$ cat config.mk
export PLATFORM = sky130hd
export DESIGN_NAME = ex_mem
export DESIGN_NICKNAME = d
export VERILOG_FILES = /design/src/rtl/ex_mem_pkg.sv /design/src/rtl/ex_mem.sv
export SDC_FILE = /design/constraint.sdc
export NUM_CORES = 1
export LEC_CHECK = 0
export BUFFER_PORTS_ARGS = -buffer_cell sky130_fd_sc_hd__clkbuf_2
export CAP_MARGIN = 10
export CORE_AREA = 2 2 189 191
export CTS_BUF_LIST = sky130_fd_sc_hd__clkbuf_2 sky130_fd_sc_hd__clkbuf_4 sky130_fd_sc_hd__clkbuf_8
export DETAILED_ROUTE_END_ITERATION = 6
export DIE_AREA = 0 0 191 193
export GPL_ROUTABILITY_DRIVEN = 0
export REMOVE_ABC_BUFFERS = 1
export SLEW_MARGIN = 10
export SYNTH_ARGS = -nofsm -noshare
export SYNTH_HDL_FRONTEND = slang
export SYNTH_SLANG_ARGS = --single-unit
export TNS_END_PERCENT = 100
$ cat constraint.sdc
create_clock -name clk -period 1.4 [get_ports clk]
set_input_delay 0.21 -clock clk [delete_from_list [all_inputs] [get_ports clk]]
set_output_delay 0.21 -clock clk [all_outputs]
set_load 0.02 [all_outputs]
$ cat src/rtl/ex_mem_pkg.sv
// ex_mem_pkg: shared defines for the EX/MEM pipeline register.
// Holds bus widths, the NOP aluop code, zero constants, the stall-vector
// bit indices and the advance/bubble/hold/flush decision encoding.
package ex_mem_pkg;

    localparam int REG_BUS        = 32;
    localparam int REG_ADDR_BUS   = 5;
    localparam int ALU_OP_BUS     = 8;
    localparam int DOUBLE_REG_BUS = 64;
    localparam int STALL_BUS      = 6;
    localparam int CNT_BUS        = 2;

    // Stall-vector bit positions driven by ctrl
    localparam int STALL_EX  = 3;
    localparam int STALL_MEM = 4;

    localparam logic [ALU_OP_BUS-1:0]     ALU_NOP    = 8'h00;
    localparam logic [REG_BUS-1:0]        ZERO_WORD  = 32'h0000_0000;
    localparam logic [DOUBLE_REG_BUS-1:0] ZERO_DWORD = 64'h0000_0000_0000_0000;
    localparam logic [REG_ADDR_BUS-1:0]   NOP_REG    = 5'b00000;
    localparam logic [CNT_BUS-1:0]        ZERO_CNT   = 2'b00;

    // What the register does on the coming clock edge
    typedef enum logic [1:0] {
        SEL_ADVANCE = 2'b00,
        SEL_BUBBLE  = 2'b01,
        SEL_HOLD    = 2'b10,
        SEL_FLUSH   = 2'b11
    } pipe_sel_e;

endpackage : ex_mem_pkg

$ cat src/rtl/ex_mem.sv
// ex_mem: EX/MEM pipeline register of the five-stage MIPS core.
// Captures the EX writeback request, HI/LO update and memory-access operands
// and presents them to MEM one cycle later. Implements flush > bubble >
// advance > hold. With macro MADD_EN defined it also latches the
// multiply-accumulate partial product and counter (hilo_o/cnt_o) during a
// bubble and returns them to EX; without MADD_EN those outputs are tied 0.
// Ports:
//   clk, rst (async, active-low), stall[5:0], flush
//   ex_*  : fields from the execute stage
//   mem_* : registered copies presented to the memory stage
//   hilo_o, cnt_o : MADD/MSUB intermediate state returned to EX
module ex_mem
    import ex_mem_pkg::*;
(
    input  logic                      clk,
    input  logic                      rst,
    input  logic [STALL_BUS-1:0]      stall,
    input  logic                      flush,
    input  logic [REG_ADDR_BUS-1:0]   ex_waddr_reg,
    input  logic                      ex_we_reg,
    input  logic [REG_BUS-1:0]        ex_wdata,
    input  logic [REG_BUS-1:0]        ex_hi,
    input  logic [REG_BUS-1:0]        ex_lo,
    input  logic                      ex_whilo,
    input  logic [ALU_OP_BUS-1:0]     ex_aluop,
    input  logic [REG_BUS-1:0]        ex_mem_addr,
    input  logic [REG_BUS-1:0]        ex_rdata2,
    input  logic [DOUBLE_REG_BUS-1:0] ex_hilo_temp,
    input  logic [CNT_BUS-1:0]        ex_cnt,
    output logic [REG_ADDR_BUS-1:0]   mem_waddr_reg,
    output logic                      mem_we_reg,
    output logic [REG_BUS-1:0]        mem_wdata,
    output logic [REG_BUS-1:0]        mem_hi,
    output logic [REG_BUS-1:0]        mem_lo,
    output logic                      mem_whilo,
    output logic [ALU_OP_BUS-1:0]     mem_aluop,
    output logic [REG_BUS-1:0]        mem_mem_addr,
    output logic [REG_BUS-1:0]        mem_rdata2,
    output logic [DOUBLE_REG_BUS-1:0] hilo_o,
    output logic [CNT_BUS-1:0]        cnt_o
);

    pipe_sel_e sel_s;

    logic [REG_ADDR_BUS-1:0] waddr_r;
    logic                    we_r;
    logic [REG_BUS-1:0]      wdata_r;
    logic [REG_BUS-1:0]      hi_r;
    logic [REG_BUS-1:0]      lo_r;
    logic                    whilo_r;
    logic [ALU_OP_BUS-1:0]   aluop_r;
    logic [REG_BUS-1:0]      mem_addr_r;
    logic [REG_BUS-1:0]      rdata2_r;

    // Decide the edge action; stall[3]=0 with stall[4]=1 falls into advance
    always_comb begin
        sel_s = SEL_ADVANCE;
        if (flush) begin
            sel_s = SEL_FLUSH;
        end else if (!stall[STALL_EX]) begin
            sel_s = SEL_ADVANCE;
        end else if (!stall[STALL_MEM]) begin
            sel_s = SEL_BUBBLE;
        end else begin
            sel_s = SEL_HOLD;
        end
    end

    // Pipeline fields toward MEM: capture on advance, zero on flush/bubble
    always_ff @(posedge clk or negedge rst) begin
        if (!rst) begin
            waddr_r    <= NOP_REG;
            we_r       <= 1'b0;
            wdata_r    <= ZERO_WORD;
            hi_r       <= ZERO_WORD;
            lo_r       <= ZERO_WORD;
            whilo_r    <= 1'b0;
            aluop_r    <= ALU_NOP;
            mem_addr_r <= ZERO_WORD;
            rdata2_r   <= ZERO_WORD;
        end else begin
            case (sel_s)
                SEL_ADVANCE: begin
                    waddr_r    <= ex_waddr_reg;
                    we_r       <= ex_we_reg;
                    wdata_r    <= ex_wdata;
                    hi_r       <= ex_hi;
                    lo_r       <= ex_lo;
                    whilo_r    <= ex_whilo;
                    aluop_r    <= ex_aluop;
                    mem_addr_r <= ex_mem_addr;
                    rdata2_r   <= ex_rdata2;
                end
                SEL_HOLD: begin
                    waddr_r    <= waddr_r;
                    we_r       <= we_r;
                    wdata_r    <= wdata_r;
                    hi_r       <= hi_r;
                    lo_r       <= lo_r;
                    whilo_r    <= whilo_r;
                    aluop_r    <= aluop_r;
                    mem_addr_r <= mem_addr_r;
                    rdata2_r   <= rdata2_r;
                end
                default: begin
                    // Flush and bubble both insert a NOP into MEM
                    waddr_r    <= NOP_REG;
                    we_r       <= 1'b0;
                    wdata_r    <= ZERO_WORD;
                    hi_r       <= ZERO_WORD;
                    lo_r       <= ZERO_WORD;
                    whilo_r    <= 1'b0;
                    aluop_r    <= ALU_NOP;
                    mem_addr_r <= ZERO_WORD;
                    rdata2_r   <= ZERO_WORD;
                end
            endcase
        end
    end

    assign mem_waddr_reg = waddr_r;
    assign mem_we_reg    = we_r;
    assign mem_wdata     = wdata_r;
    assign mem_hi        = hi_r;
    assign mem_lo        = lo_r;
    assign mem_whilo     = whilo_r;
    assign mem_aluop     = aluop_r;
    assign mem_mem_addr  = mem_addr_r;
    assign mem_rdata2    = rdata2_r;

`ifdef MADD_EN
    logic [DOUBLE_REG_BUS-1:0] hilo_r;
    logic [CNT_BUS-1:0]        cnt_r;

    // MADD/MSUB feedback: latched only while EX is bubbling, cleared on advance
    always_ff @(posedge clk or negedge rst) begin
        if (!rst) begin
            hilo_r <= ZERO_DWORD;
            cnt_r  <= ZERO_CNT;
        end else begin
            case (sel_s)
                SEL_BUBBLE: begin
                    hilo_r <= ex_hilo_temp;
                    cnt_r  <= ex_cnt;
                end
                SEL_HOLD: begin
                    hilo_r <= hilo_r;
                    cnt_r  <= cnt_r;
                end
                default: begin
                    hilo_r <= ZERO_DWORD;
                    cnt_r  <= ZERO_CNT;
                end
            endcase
        end
    end

    assign hilo_o = hilo_r;
    assign cnt_o  = cnt_r;

    // Stall bits not owned by this stage are intentionally ignored
    logic unused_s;
    assign unused_s = ^{stall[5], stall[2:0]};
`else
    assign hilo_o = ZERO_DWORD;
    assign cnt_o  = ZERO_CNT;

    // MADD inputs stay as ports but carry no meaning in this build
    logic unused_s;
    assign unused_s = ^{stall[5], stall[2:0], ex_hilo_temp, ex_cnt};
`endif

endmodule : ex_mem
==> reports/metrics.json <==
{
  "max_cap_check_violation_count": 0,
  "report.power.total_uw": 11200,
  "critical_path.slowest_cell": "dfrtp_1",
  "h-tree-depth": 4,
  "whs_path_depth": 2,
  "worstReg2RegStart": "mem_rdata2[13]$_DFFE_PN0P_",
  "number_of_port_buffers": 354,
  "worst_reg2reg_path_length_in_cells": 1,
  "dp_worst_setup_slack_ns": 0.167,
  "yosys_warnings": 0,
  "dp_cells": 1273,
  "ff2ff_setup_slack_ns": 0.60,
  "outcome": "finished clean",
  "first_pass_iters": 4,
  "post-cts-setup-buffers": 0,
  "cts_repair_resize_count": 0,
  "synth.cell_area_um2": 6920,
  "final_min_period_over_clock_period_pct": 94.1,
  "io-pin-count": 491,
  "hold-path-endpoint": "mem_lo[10]$_DFFE_PN0P_",
  "number_of_nets_still_failing_antenna_checks_after_routing": 0,
  "wl_per_cell_um": 15.0,
  "critical-path-max-stage-delay_ns": 0.43,
  "grt_pass1_wl_um": 32700,
  "synth.ff_latch_count": 175,
  "vias": 6373,
  "num_rows": 69,
  "route.detailed.vias_per_inst": 4.31,
  "synth-seq-area-share_pct": 63.3,
  "avgSynthCellArea_um2": 14.5,
  "area.growth.synth_to_final_pct": 65.4,
  "groute.usage.overall_pct": 11.4,
  "clock_skew_ns": 0,
  "cp-end-kind": "output port",
  "tritoncts.num_buffers": 17,
  "detailedPlacementHpwl_um": 14500,
  "maxClockFrequency_ghz": 0.759,
  "worst_setup_hold_path_clk_slew_ns": 0.11,
  "tritoncts_clock_tree": "done",
  "grt_overflow_total": 0,
  "synthesis.instances": 476,
  "grt_start_max_net_pins": 87,
  "worst-path-buf-inv": 1,
  "path_type_of_the_worst_setup_path": "flip-flop to output port",
  "min-delay-path-class": "input port to flip-flop",
  "ratio_of_cells_with_drive_above_1_in_the_final_layout_pct": 41.9,
  "netlist_top_cells_area": "dfrtp_1 63%, a32o_1 25%, buf_4 7.3%",
  "grt_pass1_vias": 6278,
  "num-fill-cells": 3450,
  "post-synth-top-area-cell": "dfrtp_1",
  "floorplan.core_area_um2": 35000,
  "clock_path_buffers": 2,
  "cp.arrival_ns": 1.11,
  "finish.net_count": 1257,
  "drt_iter0_drc": 332,
  "die-height_um": 193,
  "cts_hold_repair.buffers": 176,
  "synth.top_cell.area_share_pct": 63.3,
  "power.leakage_uw": 0.00568,
  "setup_slack_of_the_critical_path_after_layout_ns": 0.0824,
  "startpoint_class": "flip-flop",
  "drcViolationCount": 0,
  "routed_wirelength_um": 22300,
  "finalHoldViolations": 0,
  "number_of_antenna_violations_at_the_first_check_in_global_routing": 0,
  "drv_slew": 0,
  "diodes": 0,
  "initial_utilization_pct": 19.8,
  "chipWidth_um": 191,
  "design.die.area_um2": 36900,
  "power_per_cell_area_nw_per_um2": 982,
  "min-delay-start": "stall[4]",
  "finish.cell_count_without_fillers": 1480,
  "fin_hold_ws_ns": 0.157,
  "clkLatencyLatePin_ns": 0.49,
  "vdd_drop_max_mv": 0.609,
  "cts-root-buf": "clkbuf_8",
  "critical_path.reg2reg.endpoint": "mem_rdata2[13]$_DFFE_PN0P_",
  "setup_viol_count_final": 0,
  "final.min_clock_period_ns": 1.32,
  "critical_path_required_ns": 1.19,
  "grt_setup_unrepaired": "no",
  "clock_sink_count": 175,
  "critical_path_cell_sequence": "clkbuf_2",
  "yosys.cell_types.count": 9,
  "critical_path.max_fanout": 2,
  "timing.critical_path.max_delay_family": "flip-flops"
}
[cell families (layout without fill, tap and decap cells)]
kind of cell / after synthesis / after routing / share of synthesized area (%)
other: 1 / 66 / 0.0542
buffers and inverters: 123 / 601 / 11.1
DFF: 175 / 175 / 63.3
AOI/OAI and AO/OA: 175 / 175 / 25.3
and+or+nand+nor: 2 / 2 / 0.289
[per-stage QoR]
stage	setup TNS [ns]	area, um^2	utilization, %
5_1_grt	0	11400	32.7
6_report	0	11400	32.7
3_5_place_dp	0	9290	26.6
3_3_place_gp	0	9290	26.6
2_1_floorplan	-431.37	6400	-
4_1_cts	0	11400	32.7
[layer usage]
metal	vias up	GRT usage, %	routed length, um
met5	-	0	0
met4	0	5.43	537
met3	34	3.40	1610
met2	324	20.4	11900
met1	3166	12.3	8220
li1	2849	-	-
[cell type report]
cell class | count | area, um^2 | area share (%)
repair buffers | 570 | 4070 | 35.5
well taps | 461 | 577 | 5.04
clock inverters | 13 | 151 | 1.32
clock buffers | 18 | 248 | 2.16
flip-flops and latches | 175 | 4380 | 38.3
multi-input cells | 243 | 2020 | 17.7
[cell usage in the layout (no fill, tap or decap), types with 2 or more instances in the layout]
cell type	netlist	final
clkinv_4	0	3
clkbuf_8	0	18
buf_12	0	18
conb_1	1	66
buf_4	67	23
bufinv_16	0	2
inv_6	0	6
dfrtp_1	175	175
dlygate4sd3_1	0	176
a32o_1	175	175
clkbuf_2	0	352
[cells in the mapped netlist]
| master | count |
|---|---|
| buf_2 | 44 |
| conb_1 | 1 |
| clkbuf_1 | 5 |
| buf_4 | 67 |
| dfrtp_1 | 175 |
| nor2b_4 | 1 |
| a32o_1 | 175 |
| buf_1 | 7 |
| nor2_2 | 1 |
[how the worst max path moves through the flow]
stage,slack (ns),depth (start not counted),from,to
3_5_place_dp,0.17,5,stall[3],mem_hi[10]$_DFFE_PN0P_
2_1_floorplan,-2.46,2,stall[3],mem_aluop[0]$_DFFE_PN0P_
6_report,0.08,1,mem_rdata2[13]$_DFFE_PN0P_,mem_rdata2[13]
4_1_cts,0.001,1,mem_rdata2[13]$_DFFE_PN0P_,mem_rdata2[13]
5_1_grt,0.004,1,mem_rdata2[13]$_DFFE_PN0P_,mem_rdata2[13]
3_3_place_gp,0.19,5,stall[3],mem_hi[10]$_DFFE_PN0P_
[power breakdown]
| part | leakage [uW] | total (uW) | switching, uW | internal (uW) |
|---|---|---|---|---|
| combinational | 0.00314 | 2150 | 1180 | 972 |
| sequential | 0.00234 | 5430 | 141 | 5290 |
| clock | 0.000201 | 3660 | 2000 | 1660 |
Power figures use the tool's default switching activity.
